===== src/rtl/fifo_arb_pkg.sv =====
// fifo_arb_pkg: shared types and defaults for the packet FIFO write arbiter.
//
// Contents:
//   arb_state_e        arbiter FSM states (IDLE, XFER)
//   src_idx_t          source index type sized for the default source count
//   DEFAULT_*          default parameter values used by fifo_wr_arbiter
package fifo_arb_pkg;

    localparam int DEFAULT_WIDTH     = 32;
    localparam int DEFAULT_NUM_SRC   = 4;
    localparam int DEFAULT_MAX_BEATS = 64;

    typedef enum logic {
        IDLE = 1'b0,
        XFER = 1'b1
    } arb_state_e;

    typedef logic [$clog2(DEFAULT_NUM_SRC)-1:0] src_idx_t;

endpackage


===== src/rtl/rr_pick.sv =====
// rr_pick: combinational round-robin picker.
//
// Searches req starting at ptr+1 (mod N) and returns the first asserted
// index. found is low when req is all zero (idx is then 0).
//
// Ports:
//   req    in   N           request vector
//   ptr    in   $clog2(N)   last granted index; search starts one above it
//   found  out  1           some request is asserted
//   idx    out  $clog2(N)   chosen index
module rr_pick #(
    parameter int N = 4
) (
    input  logic [N-1:0]         req,
    input  logic [$clog2(N)-1:0] ptr,
    output logic                 found,
    output logic [$clog2(N)-1:0] idx
);

    localparam int IW = $clog2(N);

    logic [IW-1:0] cand;

    // Walk offsets from the farthest to the nearest so that the nearest
    // asserted request (lowest offset above ptr) is the one left standing.
    always_comb begin
        found = 1'b0;
        idx   = '0;
        cand  = '0;
        for (int k = N; k >= 1; k--) begin
            cand = IW'((int'(ptr) + k) % N);
            if (req[cand]) begin
                found = 1'b1;
                idx   = cand;
            end
        end
    end

endmodule


===== src/rtl/fifo_wr_arbiter.sv =====
// fifo_wr_arbiter: round-robin, packet-atomic write arbiter sharing one
// packet FIFO between NUM_SRC sources. A grant is held from a packet's first
// beat up to and including the beat carrying req_last, so packets never
// interleave in the FIFO.
//
// Optional feature macro: PKT_LEN_LIMIT_EN. When defined, packets longer
// than MAX_BEATS are cut after beat MAX_BEATS, len_err pulses for one cycle
// and the source's remaining beats compete as a new packet. When undefined,
// packets are unbounded and len_err is tied low.
//
// Handshake: a beat moves on a cycle where req_valid[g] and req_ready[g] are
// both high for the granted source g; req_ready[g] is !fifo_full_flag during
// XFER, so fifo_wr_en is exactly that accept condition and a stalled source
// must hold its data.
//
// Ports:
//   clk             in   1              rising-edge clock
//   rst             in   1              asynchronous active-high reset
//   req_valid       in   NUM_SRC        per-source beat valid
//   req_data        in   NUM_SRC*WIDTH  source i at [i*WIDTH +: WIDTH]
//   req_last        in   NUM_SRC        per-source last-beat marker
//   req_ready       out  NUM_SRC        per-source beat accepted
//   fifo_wdata      out  WIDTH          FIFO write data (pass-through)
//   fifo_wr_en      out  1              FIFO write enable
//   fifo_full_flag  in   1              FIFO full
//   grant_id        out  $clog2(NUM_SRC) currently granted source
//   busy            out  1              packet in progress (state == XFER)
//   len_err         out  1              one-cycle truncation pulse
module fifo_wr_arbiter
    import fifo_arb_pkg::*;
#(
    parameter int WIDTH     = DEFAULT_WIDTH,
    parameter int NUM_SRC   = DEFAULT_NUM_SRC,
    parameter int MAX_BEATS = DEFAULT_MAX_BEATS
) (
    input  logic                       clk,
    input  logic                       rst,
    input  logic [NUM_SRC-1:0]         req_valid,
    input  logic [NUM_SRC*WIDTH-1:0]   req_data,
    input  logic [NUM_SRC-1:0]         req_last,
    output logic [NUM_SRC-1:0]         req_ready,
    output logic [WIDTH-1:0]           fifo_wdata,
    output logic                       fifo_wr_en,
    input  logic                       fifo_full_flag,
    output logic [$clog2(NUM_SRC)-1:0] grant_id,
    output logic                       busy,
    output logic                       len_err
);

    localparam int IW = $clog2(NUM_SRC);

    if (NUM_SRC < 2 || NUM_SRC > 16 || MAX_BEATS < 1) begin : g_param_check
        $error("fifo_wr_arbiter: NUM_SRC must be 2..16 and MAX_BEATS >= 1");
    end

    arb_state_e    state;
    logic [IW-1:0] rr_ptr;
    logic          pick_found;
    logic [IW-1:0] pick_idx;
    logic          beat_acc;

    rr_pick #(.N(NUM_SRC)) u_pick (
        .req   (req_valid),
        .ptr   (rr_ptr),
        .found (pick_found),
        .idx   (pick_idx)
    );

    assign busy       = (state == XFER);
    assign fifo_wdata = req_data[grant_id*WIDTH +: WIDTH];
    assign fifo_wr_en = busy & req_valid[grant_id] & !fifo_full_flag;
    assign beat_acc   = fifo_wr_en;

    always_comb begin
        req_ready = '0;
        if (busy) begin
            req_ready[grant_id] = !fifo_full_flag;
        end
    end

`ifdef PKT_LEN_LIMIT_EN
    localparam int CW = $clog2(MAX_BEATS + 1);

    logic [CW-1:0] beat_cnt;

    always_ff @(posedge clk or posedge rst) begin
        if (rst) begin
            state    <= IDLE;
            rr_ptr   <= IW'(NUM_SRC - 1);
            grant_id <= '0;
            beat_cnt <= '0;
            len_err  <= 1'b0;
        end else begin
            len_err <= 1'b0;
            case (state)
                IDLE: begin
                    if (pick_found) begin
                        grant_id <= pick_idx;
                        beat_cnt <= '0;
                        state    <= XFER;
                    end
                end
                XFER: begin
                    if (beat_acc) begin
                        if (req_last[grant_id]) begin
                            rr_ptr <= grant_id;
                            state  <= IDLE;
                        end else if (beat_cnt == CW'(MAX_BEATS - 1)) begin
                            // Beat MAX_BEATS without last: cut the packet;
                            // the rest re-arbitrates as a fresh packet.
                            rr_ptr  <= grant_id;
                            len_err <= 1'b1;
                            state   <= IDLE;
                        end else begin
                            beat_cnt <= beat_cnt + 1'b1;
                        end
                    end
                end
                default: state <= IDLE;
            endcase
        end
    end
`else
    assign len_err = 1'b0;

    always_ff @(posedge clk or posedge rst) begin
        if (rst) begin
            state    <= IDLE;
            rr_ptr   <= IW'(NUM_SRC - 1);
            grant_id <= '0;
        end else begin
            case (state)
                IDLE: begin
                    if (pick_found) begin
                        grant_id <= pick_idx;
                        state    <= XFER;
                    end
                end
                XFER: begin
                    if (beat_acc && req_last[grant_id]) begin
                        rr_ptr <= grant_id;
                        state  <= IDLE;
                    end
                end
                default: state <= IDLE;
            endcase
        end
    end
`endif

endmodule


===== config.mk =====
export PLATFORM = sky130hd
export DESIGN_NAME = fifo_wr_arbiter
export DESIGN_NICKNAME = d
export VERILOG_FILES = /design/src/rtl/fifo_arb_pkg.sv /design/src/rtl/rr_pick.sv /design/src/rtl/fifo_wr_arbiter.sv
export SDC_FILE = /design/constraint.sdc
export NUM_CORES = 1
export LEC_CHECK = 0
export CAP_MARGIN = 20
export CORE_MARGIN = 2
export CORE_UTILIZATION = 24
export CTS_BUF_LIST = sky130_fd_sc_hd__clkbuf_2 sky130_fd_sc_hd__clkbuf_4 sky130_fd_sc_hd__clkbuf_8
export DETAILED_ROUTE_END_ITERATION = 10
export PLACE_DENSITY_LB_ADDON = 0.1
export SYNTH_ARGS = -nofsm -noshare
export SYNTH_HDL_FRONTEND = slang
export SYNTH_HIERARCHICAL = 1
export SYNTH_SLANG_ARGS = --single-unit
export TNS_END_PERCENT = 1

===== constraint.sdc =====
create_clock -name clk -period 1.8 [get_ports clk]
set_clock_uncertainty 0.05 [all_clocks]
set_input_delay 0.18 -clock clk [delete_from_list [all_inputs] [get_ports clk]]
set_output_delay 0.18 -clock clk [all_outputs]
set_load 0.02 [all_outputs]

Word level (Yosys, flattened, before mapping)
Index checks and enable logic that the tools add are counted.
{ "classes": {"muxes": 26, "n_reduce_logical": 5, "n_div": 0, "n_mul": 0, "n_addsub": 4, "shifts": 1, "n_bitwise": 4, "order_cmp": 6, "n_eq_ne": 0} }
{ "op_table": {"columns": ["op", "n"], "rows": [
  ["$shiftx A128 B8 Y32", 1],
  ["$lt A2 B3 Y1 const B", 5],
  ["$mux W1", 13],
  ["$bmux W1 S2", 6],
  ["$mux W2", 4],
  ["$add A2 B1 Y2 const B", 2],
  ["$add A2 B2 Y2 const B", 2],
  ["$and A4 B4 Y4", 1],
  ["$mux W4", 1],
  ["$reduce_and A2 Y1", 2],
  ["$and A1 B1 Y1", 2],
  ["$demux W1 S2", 1],
  ["$ge A2 B1 Y1 const B", 1],
  ["$logic_and A1 B1 Y1", 2],
  ["$pmux W1 S2", 1],
  ["$logic_not A1 Y1", 1],
  ["$not A1 Y1", 1]
]} }
{ "totals": {"latchBits": 0, "n_memories": 0, "input_bits": 139, "mem_bits_ro": 0, "register_bits": 5, "ramBits": 0} }

Longest topological paths before layout
Gate-level depths: netlist of run 1.
{ "depth": {"depth_word": 9, "depth_mapped": 5} }

Modules after synthesis
The synthesis of run 1 kept the hierarchy.
{ "modules_own_cells": {"columns": ["mod", "cells_per_inst", "area_per_inst_um2", "instances"], "rows": [
  ["fifo_wr_arbiter", 72, 1093.5, 1],
  ["rr_pick", 14, 91.3, 1]
]} }

Worst setup path before layout of run 1
Ideal clock, no wire load.
{ "synth_path": {"path_kind": "register to output", "start": "register grant_id[0]", "end": "output fifo_wdata[10]", "required_time_ps": 1570, "stages_incl_launch_ff": 4, "arrival_time_ps": 1520, "slack_ps": 50, "n_path_buf": 2, "path_cell_list": "dfrtp_1 buf_4 buf_4 mux4_2"} }
{ "synth_via": {"elab_chain_len": 1} }
{ "synth_rtl": {"columns": ["element", "line_no", "text"], "rows": [
  ["from (decl)", "fifo_wr_arbiter.sv:45", "output logic [$clog2(NUM_SRC)-1:0] grant_id,"],
  ["from (signal assigned)", "fifo_wr_arbiter.sv:135", "grant_id <= pick_idx;"],
  ["$shiftx A128 B8 Y32", "fifo_wr_arbiter.sv:70", "assign fifo_wdata = req_data[grant_id*WIDTH +: WIDTH];"],
  ["to (decl)", "fifo_wr_arbiter.sv:42", "output logic [WIDTH-1:0] fifo_wdata,"]
]} }
Every way passes these cells.

Final worst setup path of run 1
{ "layout_path": {"start": "register grant_id[0]", "end": "output fifo_wdata[29]"} }
Same word-level chain as after synthesis.

==> summary.txt, run 1 <==
Cell Rows - 25
Setup TNS - -0.2304 ns
final period utilization - 102.5%
WS Path Type - reg2out
Starting Density - 24.92%
Worst Path Required - 1.57 ns
Max VDD drop - 0.8666 mV
CTS Buffer Depth - 2
cells along the critical path - buf_8 > mux4_2 > clkdlybuf4s15_1
Antenna diodes - 0
GRT overflow - 0
slowest CP cell - mux4_2
most frequent cells in the layout - 140 x clkdlybuf4s50_1, 32 x mux4_2, 13 x buf_2
EDFF count, synth - 0
CP max stage delay - 0.49 ns
initial DRC count - 47
worst reg2reg endpoint - rr_ptr[1]
first-pass GRT wire length - 8.935 mm
Cell variety after synth - 29
vias in the first global route - 1610
Static Leak - 1.214 nW
H-tree lvl count - 1
Die H - 74.27 um
nets@finish - 414
endpoints failing hold - 0
Hold Crit Class - in2async
routed vias - 1608
Max-Cap Viols - 0
failing checks - setup timing
Fillers - 401
# DRC - 0
non-filler cells, final - 341
core area - 4755 um2
DIE AREA - 5515 um2
RSZ-0062 raised after global routing - true
crit path launch type - flip-flop
Arr. time, crit path - 1.61 ns
mean post-synth cell area - 13.78 um2
commonest non-fill, non-tap cell in the layout - clkdlybuf4s50_1
CP endpoint kind - primary output
CTS sink cnt - 5
flop2flop setup slack - 0.09 ns
DR WL/cell - 18.19 um
gpl congestion - 0.8765
Routed WL - 6.203 mm
setup violators final - 7
Synth Flop Type - dfrtp_1
Seq/Total Area, Yosys - 10.77%
CTS tree - built
Yosys warnings - 6
area of the mapped netlist - 1185 um2
Final Util - 65.50%
root buffer cell - clkbuf_8
largest net degree at the start of global routing - 21
Cells after Synth - 86
post-DP HPWL - 5.202 mm
Area growth syn-to-layout - 162.8%
FFs w/ async S/R, synth - 100.0%
IO Port Bufs - 178
Initial DRT Pass Iterations - 4
total CTS buffers - 3
Chip Width - 74.27 um
setup ws final - -0.04471 ns
Clk Latency, worst-skew pair - 0.22 ns
#FFs+latches synth - 5
outcome - complete, but fails checks
DR vias/cell - 4.716
PD cells - 1169 nW/um2
Total GRT Usage - 21.82%
RR Startpoint - grant_id[1]
fmax - 542.1 MHz
Post-Place Cells - 336
crit path max fanout - 7
I/O pins - 180
Slew Limit Fails - 0
post-route ant nets - 0
FF-to-FF path depth - 4
clock transition at the registers of the reported paths - 0.03 ns
post-route minimum period - 1.845 ns
ratio of cells with drive above 1 in the final layout - 34.67%
initial antenna violation count - 0
Hold Buf Count CTS - 0
Syn Nets - 225
==> cell families after synthesis <==
logic type	share of synthesized area [%]
other	0.3165
and+or+nand+nor	8.554
DFF	10.77
muxes	67.48
AOI/OAI and AO/OA	6.758
buffers and inverters	6.125
==> area by class of cell <==
cell class	instances	area [um2]	share of cell area, %
clock buffers	4	48.80	1.567
inverters	3	11.26	0.3616
multi-input cells	69	984.7	31.62
flip-flops and latches	5	130.1	4.178
well taps	67	83.83	2.692
repair buffers	193	1856	59.58
==> cell usage after synthesis (2+ instances only) <==
master / n / area (um2)
mux4_2: 32 / 720.7
nor2_1: 6 / 22.52
buf_2: 4 / 20.02
buf_4: 4 / 30.03
nand2b_1: 4 / 25.02
dfrtp_1: 3 / 75.07
inv_1: 3 / 11.26
mux2_2: 3 / 33.78
mux2i_1: 3 / 30.03
a21oi_1: 2 / 10.01
dfstp_2: 2 / 52.55
nand2_1: 2 / 7.510
nor3_1: 2 / 10.01
==> registers in the layout, indices dropped and copies added, names as in the netlist <==
signal    cells
grant_id      2
rr_ptr        2
busy          1
==> power by group <==
| part | total [mW] | internal [mW] | switching (mW) |
|---|---|---|---|
| Clock | 0.224 | 0.167 | 0.0568 |
| Combinational | 3.13 | 1.72 | 1.41 |
| Sequential | 0.292 | 0.187 | 0.105 |
==> how the worst max path moves through the flow <==
stage	startpoint	to	slack, ns	cells after the start
2_1_floorplan	grant_id[0]	fifo_wdata[10]	0.05	3
3_3_place_gp	req_valid[2]	fifo_wr_en	-0.15	5
3_5_place_dp	req_valid[2]	fifo_wr_en	-0.17	5
4_1_cts	grant_id[0]	fifo_wdata[31]	-0.12	3
5_1_grt	grant_id[0]	fifo_wdata[29]	-0.1	3
6_report	grant_id[0]	fifo_wdata[29]	-0.04	3
==> metrics by stage <==
step / area (um2) / hold WS [ns] / setup slack [ns] / total power [mW]
2_1_floorplan: 1185 / -0.09293 / 0.05008 / 2.168
3_3_place_gp: 3120 / 0.3415 / -0.1504 / 3.606
3_5_place_dp: 3120 / 0.3412 / -0.1681 / 3.620
4_1_cts: 3105 / 0.1070 / -0.1239 / 3.601
5_1_grt: 3114 / 0.1191 / -0.09613 / 3.883
6_report: 3114 / 0.09919 / -0.04471 / 3.641
==> per-layer routing <==
metal	up-vias	track usage (%)	part of all wire [%]
met2	82	38.00	50
met4	0	6.746	1.6
li1	746	-	-
met1	770	27.92	40
met3	10	3.523	8.2
met5	-	0	0
==> what timing repair did <==
action | in CTS | in global routing
endpoints found under the setup margin | 38 | 18
buffers inserted | 0 | 0
resized for setup | 104 | 33
gates cloned | 1 | 0
==> worst max-delay path, delay by kind of cell (launching register included) <==
kind	cells	cell delay (ns)
buffers and inverters	2	0.46
DFF	1	0.44
muxes	1	0.49
Power figures use the tool's default switching activity.
==> run 2: changes to the inputs <==
Settings changed: SYNTH_HIERARCHICAL 1 to not set.
==> summary.txt, run 2 <==
FF-to-FF path depth - 7 (+3)
Max VDD drop - 0.7587 mV (-12%)
CP Launch Point - grant_id[0]
Routed WL - 6.173 mm (-0.48%)
dominant cells by area after synthesis - mux4_2 55%, dfrtp_1 6.2%, dfstp_2 4.3%
setup violators final - 12 (+5)
Synth Flop Type - dfrtp_1
IO Port Bufs - 178 (unchanged)
Syn Nets - 226 (+0.44%)
Worst Path Required - 1.57 ns (about the same)
crit path launch type - flip-flop
RSZ-0062 raised after global routing - true
hold slack final - 0.09749 ns (-0.001695 ns)
Setup TNS - -0.2913 ns (-0.06093 ns)
most frequent cells in the layout - 141 x clkdlybuf4s50_1, 31 x mux4_2, 21 x buf_2
area of the mapped netlist - 1217 um2 (+2.7%)
largest net degree at the start of global routing - 30 (+43%)
post-synth top area cell - mux4_2
Yosys top cell area share - 55.50% (-5.3 points)
CTS tree - built
Clk Latency, worst-skew pair - 0.22 ns (about the same)
switching share of power - 43.11% (-0.067 points)
#FFs+latches synth - 5 (unchanged)
Hold Crit Class - in2async
first-pass GRT wire length - 8.273 mm (-7.4%)
most instantiated library cell after synthesis - mux4_2
DR WL/cell - 18.05 um (-0.77%)
# DRC - 0 (unchanged)
share of power burned in registers - 7.4% (-0.6 points)
flop2flop setup slack - 0.02 ns (-0.07 ns)
nets@finish - 415 (+0.24%)
Cells after Synth - 87 (+1.2%)
total CTS buffers - 3 (unchanged)
core area - 4817 um2 (+1.3%)
H-tree lvl count - 1 (unchanged)
Cell Rows - 25 (unchanged)
GRT overflow - 0 (unchanged)
Sw Pwr - 1.608 mW (+2.3%)
CTS Buffer Depth - 2 (unchanged)
Antenna diodes - 0 (unchanged)
Arr. time, crit path - 1.63 ns (+0.02 ns)
Static Leak - 1.236 nW (+1.8%)
post-route ant nets - 0 (unchanged)
CTS sink cnt - 5 (unchanged)
clock transition at the registers of the reported paths - 0.04 ns (about the same)
clock network power share - 6.0% (-0.2 points)
initial DRC count - 45 (-4.3%)
routed vias - 1605 (-0.19%)
gpl congestion - 0.8182 (-6.7%)
I/O pins - 180 (unchanged)
EDFF count, synth - 0 (unchanged)
Initial DRT Pass Iterations - 4 (unchanged)
post-route minimum period - 1.858 ns (+0.01315 ns)
Area growth syn-to-layout - 154.3%
outcome - complete, but fails checks
crit path max fanout - 6 (-1)
WS Path Type - reg2out
CP endpoint kind - primary output
commonest non-fill, non-tap cell in the layout - clkdlybuf4s50_1
vias in the first global route - 1535 (-4.7%)
mean post-synth cell area - 13.99 um2 (+1.6%)
failing checks - setup timing
PD cells - 1205 nW/um2 (+3.0%)
Total GRT Usage - 19.76% (-2.1 points)
setup ws final - -0.05786 ns (-0.01315 ns)
Int Pwr - 2.122 mW (+2.5%)
initial antenna violation count - 0 (unchanged)
top cells by count, synth - 30 x mux4_2, 6 x nor2_1, 5 x buf_2, 4 x inv_1
fmax - 538.3 MHz (-0.71%)
Final Util - 64.26% (-1.2 points)
ratio of cells with drive above 1 in the final layout - 34.91% (+0.24 points)
Seq/Total Area, Yosys - 10.48% (-0.29 points)
RR Startpoint - grant_id[0]
root buffer cell - clkbuf_8
final period utilization - 103.2% (+0.73 points)
Yosys warnings - 0 (-6)
DIE AREA - 5658 um2 (+2.6%)
endpoints failing hold - 0 (unchanged)
Die H - 75.22 um (+1.3%)
Starting Density - 25.27% (+0.35 points)
combinational power share - 86.5% (+0.7 points)
FFs w/ async S/R, synth - 100.0% (unchanged)
post-DP HPWL - 5.291 mm (+1.7%)
Slew Limit Fails - 0 (unchanged)
DR vias/cell - 4.693 (-0.48%)
Cell variety after synth - 30 (+3.4%)
worst reg2reg endpoint - rr_ptr[0]
Max-Cap Viols - 0 (unchanged)
Chip Width - 75.22 um (+1.3%)
==> run 2: per-stage QoR <==
step                setup WS [ns]  area [um2]  std cells  power (mW)
global route              -0.1189        3095        342       3.966
finish                   -0.05786        3095        342       3.729
floorplan                 0.03779        1217         87       2.318
detailed placement        -0.2951        3126        335       3.707
CTS                       -0.1652        3028        339       3.556
global placement          -0.3082        3126        335       3.691
==> run 2: repair_timing <==
item | CTS | global route
pin swaps | 0 | 1
resized for setup | 120 | 32
setup endpoints to repair | 37 | 33
hold buffers | 0 | 0
buffers inserted | 0 | 2
gates cloned | 0 | 1
==> run 2: critical path, stage by stage (launching register included) <==
cell	delay [ns]
dfrtp_2	0.43
buf_6	0.14
buf_12	0.12
mux4_1	0.53
buf_2	0.17
==> run 2: layout make-up <==
| class | instances | area, um2 |
|---|---|---|
| inverters | 4 | 15.01 |
| well taps | 67 | 83.83 |
| multi-input cells | 68 | 984.7 |
| clock buffers | 4 | 48.80 |
| repair buffers | 194 | 1834 |
| flip-flops and latches | 5 | 128.9 |
| fillers | 422 | 1722 |
==> run 2: cells by family (layout without fill, tap and decap cells) <==
logic type             after synthesis  after routing  synth area share (%)
AO/OA/AOI/OAI                       12             12                 6.886
other                                1              1                0.3080
buffers and inverters               14            202                 8.941
flip-flops                           5              5                 10.48
AND/OR/NAND/NOR                     16             16                 7.092
multiplexers                        39             39                 66.29
==> run 2: worst max-delay path by stage <==
stage	end	slack [ns]	depth (start not counted)
detailed placement	fifo_wr_en	-0.30	6
global placement	fifo_wr_en	-0.31	6
CTS	fifo_wdata[21]	-0.17	3
floorplan	fifo_wr_en	0.04	4
finish	fifo_wdata[0]	-0.06	4
global route	fifo_wdata[0]	-0.12	4
==> run 2: layer usage <==
layer	vias up	global-route usage (%)	wire, um
met5	-	0	0
met4	0	5.263	70
met3	6	3.481	492
met2	71	34.41	3258
met1	778	25.35	2351
li1	750	-	-
==> run 2: power by group through the flow <==
stage / combinational, mW / sequential, mW / clock (mW)
finish: 3.23 / 0.277 / 0.226
global route: 3.44 / 0.284 / 0.245
CTS: 3.04 / 0.280 / 0.233
detailed placement: 3.43 / 0.281 / 0
global placement: 3.41 / 0.282 / 0
floorplan: 2.04 / 0.277 / 0
==> run 3: changes to the inputs <==
Settings changed: CAP_MARGIN 20 to not set, CORE_MARGIN 2 to not set, SYNTH_HIERARCHICAL set to 1.
==> summary.txt, run 3 (synthesis gave the netlist of run 1 again) <==
Cell Rows - 25 (unchanged)
CP max stage delay - 0.40 ns (-0.13 ns)
I/O pins - 180 (unchanged)
initial antenna violation count - 0 (unchanged)
Max-Cap Viols - 0 (unchanged)
flop2flop setup slack - 0.06 ns (+0.04 ns)
hold slack final - 0.1025 ns (+0.004957 ns)
initial DRC count - 65 (+44%)
nets@finish - 416 (+0.24%)
Clk Latency, worst-skew pair - 0.22 ns (about the same)
Starting Density - 25.09% (-0.19 points)
Static Leak - 1.192 nW (-3.6%)
Initial DRT Pass Iterations - 4 (unchanged)
Chip Width - 72.27 um (-3.9%)
endpoints failing hold - 0 (unchanged)
Arr. time, crit path - 1.84 ns (+0.21 ns)
crit path max fanout - 16 (+10)
FF-to-FF path depth - 7 (unchanged)
setup violators final - 0 (-12)
Sw Pwr - 1.557 mW (-3.2%)
H-tree lvl count - 1 (unchanged)
commonest non-fill, non-tap cell in the layout - clkdlybuf4s50_1
Hold Buf Count CTS - 0 (unchanged)
routed vias - 1603 (-0.12%)
most frequent cells in the layout - 140 x clkdlybuf4s50_1, 33 x buf_2, 32 x mux4_2
clock transition at the registers of the reported paths - 0.04 ns (about the same)
CTS Buffer Depth - 2 (unchanged)
Max VDD drop - 0.7073 mV (-6.8%)
Int Pwr - 1.919 mW (-9.5%)
clock network power share - 6.3% (+0.3 points)
vias in the first global route - 1516 (-1.2%)
fmax - 573.5 MHz (+6.5%)
Antenna diodes - 0 (unchanged)
Area growth syn-to-layout - 155.1%
Hold Crit Class - in2async
Final Util - 64.00% (-0.26 points)
Slew Limit Fails - 0 (unchanged)
combinational power share - 86.1% (-0.4 points)
CTS tree - built
DR WL/cell - 17.41 um (-3.5%)
outcome - complete, no violations
largest net degree at the start of global routing - 18 (-40%)
post-DP HPWL - 5.145 mm (-2.8%)
gpl congestion - 0.7884 (-3.6%)
IO Port Bufs - 178 (unchanged)
cells along the critical path - buf_12 > buf_6 > nand3b_1 > buf_4 > nor3_2 > a31oi_2 > mux2_4
GRT overflow - 0 (unchanged)
Total GRT Usage - 21.48% (+1.7 points)
crit path launch type - flip-flop
WS Path Type - reg2reg
first-pass GRT wire length - 8.390 mm (+1.4%)
multi-input logic area - 984.7 um2 (unchanged)
switching share of power - 44.80% (+1.7 points)
CTS sink cnt - 5 (unchanged)
total CTS buffers - 3 (unchanged)
core area - 4723 um2 (-1.9%)
# DRC - 0 (unchanged)
root buffer cell - clkbuf_8
slowest CP cell - dfrtp_2
worst reg2reg endpoint - rr_ptr[1]
Fillers - 426 (+0.95%)
post-route ant nets - 0 (unchanged)
post-CTS setup buffers - 0 (unchanged)
DIE AREA - 5222 um2 (-7.7%)
Die H - 72.27 um (-3.9%)
Routed WL - 5.972 mm (-3.3%)
PD cells - 1150 nW/um2 (-4.6%)
share of power burned in registers - 7.6% (+0.2 points)
RR Startpoint - grant_id[0]
CP endpoint kind - flip-flop
final period utilization - 96.87% (-6.3 points)
DR vias/cell - 4.673 (-0.42%)
post-route minimum period - 1.744 ns (-0.1141 ns)
Worst Path Required - 1.89 ns (+0.32 ns)
Seq. cell area - 128.9 um2 (unchanged)
PostCTS Resize Cnt - 140 (+17%)
ratio of cells with drive above 1 in the final layout - 36.23% (+1.3 points)
RSZ-0062 raised after global routing - true
[run 3: cell count changes in the layout (fill, tap and decap cells not counted), moves of 2 or more]
cell      delta
buf_2       +12
nand2_1      +2
clkbuf_2     -3
buf_4        +2
buf_6        -6
a211oi_1     -2
[run 3: power by group through the flow]
stage          registers [mW]  logic [mW]  clock network [mW]
2_1_floorplan           0.276        1.89                   0
3_5_place_dp            0.264        3.43                   0
3_3_place_gp            0.264        3.41                   0
5_1_grt                 0.276        3.19               0.235
6_report                0.264        2.99               0.220
4_1_cts                 0.264        3.04               0.226
[run 3: worst max path at each step]
stage,from,end,slack [ns],cells past startpoint
after detailed placement,grant_id[0],fifo_wdata[10],-0.12,3
after CTS,grant_id[0],fifo_wdata[10],-0.05,3
after global routing,grant_id[0],rr_ptr[1],-0.02,7
after global placement,req_valid[2],fifo_wr_en,-0.12,5
final,grant_id[0],rr_ptr[1],0.06,7
after floorplan,grant_id[0],fifo_wdata[10],0.05,3
[run 3: area by class of cell]
class,count,area share [%]
timing repair buffer,195,58.40
multi-input combinational,69,32.57
sequential,5,4.263
tap,67,2.773
clock buffer,4,1.614
inverter,3,0.3725
[run 3: layer usage]
metal / share of wire (%) / up-vias / track usage, %
met1: 38 / 764 / 26.99
met4: 1.8 / 0 / 5.882
met2: 51 / 82 / 36.34
li1: - / 749 / -
met5: 0 / - / 0
met3: 8.8 / 8 / 5.833
[run 3: through the flow]
step,TNS [ns],cell area [um2],std cells,power [mW],worst slack [ns]
6_report,0,3023,343,3.476,0.05626
5_1_grt,-0.01968,3023,343,3.696,-0.01968
4_1_cts,-0.05357,3038,343,3.525,-0.05357
3_5_place_dp,-2.937,3143,339,3.690,-0.1164
3_3_place_gp,-2.739,3143,339,3.670,-0.1174
2_1_floorplan,0,1185,86,2.168,0.05008
[run 3: worst max-delay path, delay by kind of cell (launching register included)]
family	cells	cell delay [ns]
buffers and inverters	3	0.49
flip-flops	1	0.40
AND/OR/NAND/NOR	2	0.34
multiplexers	1	0.31
AO/OA/AOI/OAI	1	0.08
